## config.mk

```make
export PLATFORM = sky130hd
export DESIGN_NAME = codec_write_buffer
export DESIGN_NICKNAME = d
export VERILOG_FILES = /design/src/rtl/codec_write_buffer.sv
export SDC_FILE = /design/constraint.sdc
export NUM_CORES = 1
export LEC_CHECK = 0
export ABC_AREA = 1
export ABC_CLOCK_PERIOD_IN_PS = 3150
export BUFFER_PORTS_ARGS = -buffer_cell sky130_fd_sc_hd__buf_2
export CAP_MARGIN = 25
export CELL_PAD_IN_SITES_DETAIL_PLACEMENT = 0
export CELL_PAD_IN_SITES_GLOBAL_PLACEMENT = 1
export CORE_MARGIN = 2
export CORE_UTILIZATION = 46
export CTS_BUF_LIST = sky130_fd_sc_hd__clkbuf_4
export CTS_CLUSTER_DIAMETER = 80
export CTS_CLUSTER_SIZE = 24
export DETAILED_ROUTE_END_ITERATION = 8
export PLACE_DENSITY_LB_ADDON = 0.1
export SYNTH_ARGS = -nofsm -noshare
export SYNTH_HDL_FRONTEND = slang
export SYNTH_SLANG_ARGS = --single-unit
```

## constraint.sdc

```tcl
create_clock -name clock -period 3.15 [get_ports clock]
set_clock_uncertainty 0.05 [all_clocks]
set_input_delay 0.315 -clock clock [delete_from_list [all_inputs] [get_ports clock]]
set_output_delay 0.315 -clock clock [all_outputs]
set_load 0.1 [all_outputs]
```

## src/rtl/codec_write_buffer.sv

```systemverilog
// Stereo sample FIFO between the FIR output stage and the audio codec write port.
// Tracks fill level, dropped pairs (overflow) and codec starvation (underrun).
`timescale 1ns/1ps

module codec_write_buffer #(
  parameter int WIDTH = 24,
  parameter int DEPTH = 8,
  parameter int CNT_W = 16
) (
  input  logic                       clock,
  input  logic                       reset_n,
  input  logic                       enable,
  input  logic                       in_valid,
  input  logic [WIDTH-1:0]           in_left,
  input  logic [WIDTH-1:0]           in_right,
  output logic                       in_ready,
  input  logic                       write_ready,
  output logic                       write,
  output logic [WIDTH-1:0]           writedata_left,
  output logic [WIDTH-1:0]           writedata_right,
  output logic [$clog2(DEPTH):0]     fill_level,
  output logic [CNT_W-1:0]           overflow_count,
  output logic [CNT_W-1:0]           underrun_count
);

  localparam int AW = $clog2(DEPTH);
  localparam logic [AW:0]      FULL_LEVEL = (AW+1)'(DEPTH);
  localparam logic [CNT_W-1:0] CNT_MAX    = '1;

  logic [WIDTH-1:0] mem_left  [DEPTH];
  logic [WIDTH-1:0] mem_right [DEPTH];

  logic [AW-1:0] wr_ptr;
  logic [AW-1:0] rd_ptr;
  logic [AW:0]   count;
  logic [AW:0]   count_next;
  logic          primed;
  logic          full;
  logic          empty;
  logic          push;
  logic          pop;
  logic          drop;
  logic          starve;

  assign full  = (count == FULL_LEVEL);
  assign empty = (count == '0);

  // Handshakes are gated by reset_n so they collapse the instant reset is asserted.
  assign in_ready = reset_n && enable && !full;
  assign write    = reset_n && enable && !empty && write_ready;

  assign push   = in_valid && in_ready;
  assign pop    = write;
  assign drop   = enable && in_valid && full;
  assign starve = enable && primed && write_ready && empty;

  assign fill_level      = count;
  assign writedata_left  = empty ? '0 : mem_left[rd_ptr];
  assign writedata_right = empty ? '0 : mem_right[rd_ptr];

  // NOTE: every variable driven in always_comb gets a default first, so no path leaves it unassigned and no latch is inferred.
  always_comb begin
    count_next = count;
    case ({push, pop})
      2'b10:   count_next = count + 1'b1;
      2'b01:   count_next = count - 1'b1;
      default: count_next = count;
    endcase
  end

  // NOTE: the sample storage is deliberately left out of reset; emptiness is tracked by the pointers and count, and an unreset RAM maps onto plain memory cells.
  always_ff @(posedge clock) begin
    if (push) begin
      mem_left[wr_ptr]  <= in_left;
      mem_right[wr_ptr] <= in_right;
    end
  end

  // NOTE: sequential state uses non-blocking assignments so every register samples pre-edge values regardless of statement order.
  always_ff @(posedge clock or negedge reset_n) begin
    if (!reset_n) begin
      wr_ptr <= '0;
      rd_ptr <= '0;
      count  <= '0;
      primed <= 1'b0;
    end else if (!enable) begin
      wr_ptr <= '0;
      rd_ptr <= '0;
      count  <= '0;
      primed <= 1'b0;
    end else begin
      if (push) wr_ptr <= wr_ptr + 1'b1;
      if (pop) begin
        rd_ptr <= rd_ptr + 1'b1;
        primed <= 1'b1;
      end
      count <= count_next;
    end
  end

  // Diagnostic counters survive a flush and saturate rather than wrap.
  always_ff @(posedge clock or negedge reset_n) begin
    if (!reset_n) begin
      overflow_count <= '0;
      underrun_count <= '0;
    end else begin
      if (drop && overflow_count != CNT_MAX)
        overflow_count <= overflow_count + 1'b1;
      if (starve && underrun_count != CNT_MAX)
        underrun_count <= underrun_count + 1'b1;
    end
  end

endmodule
```

==> flow_summary_export.csv <==
group,metric,value,unit
outcome,status,"finished, final reports clean",
setup_path,cp_num_buf_inv,3,
synth,synthXorXnorAreaFrac,1.57,%
placement,gp_congestion,0.761,
timing,setup_viol,0,
synth,synth_most_common_cell,"nor2_1",
drt,drt-total-wl,43.5,mm
placement,dp_cells,1967,
power,swShare,42.1,%
global_routing,first_global_vias,10952,
synth,syn-num-nets,1427,
placement,dpl.hpwl,21.8,mm
power,p_comb_share,44.2,%
global_routing,grt_pass1_wl,62.0,mm
timing,fmaxAchievable,0.330,GHz
power,p_clk_share,14.4,%
synth,synth_area,17300,um2
power,p_per_area,743,nW/um2
timing,slew_headroom,44.1,%
clock_network,clock_path_buffers,3,
synth,ys.flop_type,"edfxtp_1",
die,start_util,46.4,%
setup_path,max_stage_delay,0.59,ns
setup_path,start_kind,"flip-flop",
power,ir_worst_vdd,0.667,mV
synth,async_flop_share,10.1,%
timing,finalCritPeriodShare,96.3,%
layout,layout-drive-gt1-share,19.3,%
synth,ys_seq_elements,427,
synth,synth_top_cell_area_share,66.5,%
die,ios,139,
synth,ys_seq_area_share,72.7,%
clock_network,cts-root-buf,"clkbuf_4",
layout,final_net_count,1607,
layout,syn_to_final_growth,19.5,%
setup_path,slowest_stage,"dfrtp_4",
drt,drt-vias-per-instance,5.45,
power,switchingPower,6.49,mW
clock_network,clk_latency,0.78,ns
synth,synthTopCellsByCount,"408 x nor2_1, 384 x edfxtp_1, 115 x o21ai_0",
synth,synth.area.top_cells,"edfxtp_1 66%, nor2_1 8.8%, dfrtp_1 6.2%",
setup_path,cp_max_fo,46,
power,p_total,15.4,mW
setup_path,end_kind,"primary output",
timing,final_hold_viol_count,0,
global_routing,grt_overflow,0,
global_routing,grt_antenna_before_repair,5,
clock_network,clkSinkCount,427,
drt,drt-met1-wl,19.6,mm
global_routing,grt_max_degree,103,
layout,layoutNonFillerInstCount,2074,
synth,synth_edf_count,384,
synth,ys_warn_count,0,
setup_path,worstPathArrival,2.67,ns
drt,drtAntennaViolNets,0,
placement,place_area,19600,um2
die,std_cell_rows,71,
timing,min_period,3.03,ns
drt,drtPass1Iterations,5,
timing,worstMarginPinSlew,0.838,ns
layout,multi_input_area,4360,um2
power,p_leak,7.32,nW
drt,avgRoutedWirePerCell,21.0,um
job,cap_violations,0,
clock_network,path_clk_slew,0.23,ns
drt,wl_met3,2.40,mm
synth,synth_top_family_by_area,"simple AND/OR/NAND/NOR gates",
power,internal_power,8.91,mW
power,seqPwrFrac,41.4,%
drt,via_count,11301,
setup_path,cp_cell_sequence,"buf_4, clkbuf_16, nor2_1, o32ai_1, o21ai_1, nor2_2, buf_12",
setup_path,critical_path_class,"flip-flop to primary output",
die,core-area,37400,um2
layout,final_cell_area,20700,um2
synth,synth_compound_area_share,9.61,%
synth,synthAdderAreaFrac,0.433,%
clock_network,cts_tree,"yes",
global_routing,track_usage,20.6,%
synth,synth_cells,1368,
drt,dr_wl_met2,21.0,mm
hold_path,worstHoldPathType,"input port to async pin",
drt,drc,0,
clock_network,h-tree-depth,1,
die,dieArea,39300,um2
drt,drt_iter0_markers,725,
synth,synth.mux.area_fraction,0,%
clock_network,numCtsBuffers,23,
die,die_h,198,um
synth,synth_cell_types,36,
drt,dr.max_layer_used,"met5",
placement,port_buffers,138,
layout,regArea,12600,um2
setup_path,path_delay_family,"buffers and inverters",
synth,avgSynthCellArea,12.7,um2
synth,yosys.area_share.simple,12.5,%
layout,fillers,3168,
die,die_w,198,um
timing,slew_viol_final,0,
setup_path,critPathRequiredTime,2.78,ns
synth,synth_area_leader_cell,"edfxtp_1",
[through the flow]
| stage | TNS, ns | hold WS (ns) | utilization [%] | setup slack [ns] |
|---|---|---|---|---|
| after global routing | -0.0235 | 0.144 | 55.4 | -0.0141 |
| after global placement | 0 | 0.430 | 52.3 | 0.831 |
| after detailed placement | 0 | 0.441 | 52.3 | 0.802 |
| final | 0 | 0.145 | 55.4 | 0.116 |
| after floorplan | -68.80 | -0.0306 | - | -0.297 |
| after CTS | -0.0930 | 0.128 | 54.7 | -0.0331 |
[metal layers]
metal	vias to the layer above	GRT usage, %
met1	5689	28.5
li1	5291	-
met3	35	2.93
met4	2	3.31
met5	-	0
met2	284	35.4
[cells by family (layout without fill, tap and decap cells)]
kind of cell / count (synthesis) / in the layout
DFF: 427 / 427
adders and majority gates: 6 / 6
AOI/OAI and AO/OA: 256 / 256
other: 0 / 4
buffers and inverters: 117 / 308
and+or+nand+nor: 531 / 531
xor gates and xnor gates: 31 / 31
[state kept, by name (all words and copies together), names as in the netlist]
register,cells
mem_left,192
mem_right,192
overflow_count,16
underrun_count,16
fill_level,4
rd_ptr,3
wr_ptr,3
primed,1
[timing repair]
item,in CTS,in global routing
endpoints found under the setup margin,23,47
setup buffers,1,5
endpoints found under the hold margin,436,0
hold buffers,53,0
pin swaps,1,1
cloned,0,8
resized for setup,3,5
[cell usage in the layout, fill, tap and decap left out, types with 6 or more instances in the layout]
| cell type | instances |
|---|---|
| buf_12 | 58 |
| inv_2 | 6 |
| nor3_1 | 9 |
| nor2_4 | 12 |
| dlygate4sd3_1 | 53 |
| o21ai_1 | 38 |
| xnor2_1 | 12 |
| nor2_1 | 352 |
| nand2_1 | 67 |
| nand3_1 | 20 |
| ha_1 | 6 |
| inv_1 | 31 |
| nor2_2 | 48 |
| xor2_1 | 19 |
| o21ai_0 | 115 |
| clkbuf_16 | 8 |
| o32ai_1 | 96 |
| edfxtp_1 | 384 |
| dfrtp_1 | 40 |
| clkbuf_4 | 29 |
| buf_2 | 90 |
| nand4_1 | 7 |
| buf_4 | 18 |
[tightest hold or removal path, delay by kind of cell]
family	cells	cell delay, ns
buf+inv	3	1.17
[final timing paths]
kind / from / end / slack (ns) / depth (start not counted)
min in group clock: in_left[23] / mem_left[6][23]$_DFFE_PP_ / 0.27 / 2
max: rd_ptr[0]$_DFFE_PN0P_ / writedata_left[11] / 0.12 / 7
max in group asynchronous: reset_n / rd_ptr[2]$_DFFE_PN0P_ / 2.43 / 3
max reg2reg: fill_level[0]$_DFFE_PN0P_ / mem_left[5][7]$_DFFE_PP_ / 0.84 / 7
min reg2reg: primed$_DFFE_PN0P_ / primed$_DFFE_PN0P_ / 0.48 / 2
min: reset_n / rd_ptr[1]$_DFFE_PN0P_ / 0.14 / 3
[layout make-up]
class,count,share of cell area [%]
Antenna cell,4,0.0483
Timing Repair Buffer,235,12.7
Tap cell,511,3.09
Clock inverter,7,0.435
Clock buffer,29,1.05
Multi-Input combinational cell,824,21.1
Sequential cell,427,60.9
Inverter,37,0.731
[power by group through the flow]
stage / Clock [mW] / Combinational [mW] / Sequential [mW]
floorplan: 0 / 4.03 / 6.80
global placement: 0 / 6.52 / 6.49
detailed placement: 0 / 6.52 / 6.49
CTS: 2.30 / 6.61 / 6.37
global route: 2.50 / 7.14 / 6.39
finish: 2.22 / 6.81 / 6.37
No activity file was read; power rests on OpenSTA's default activity.
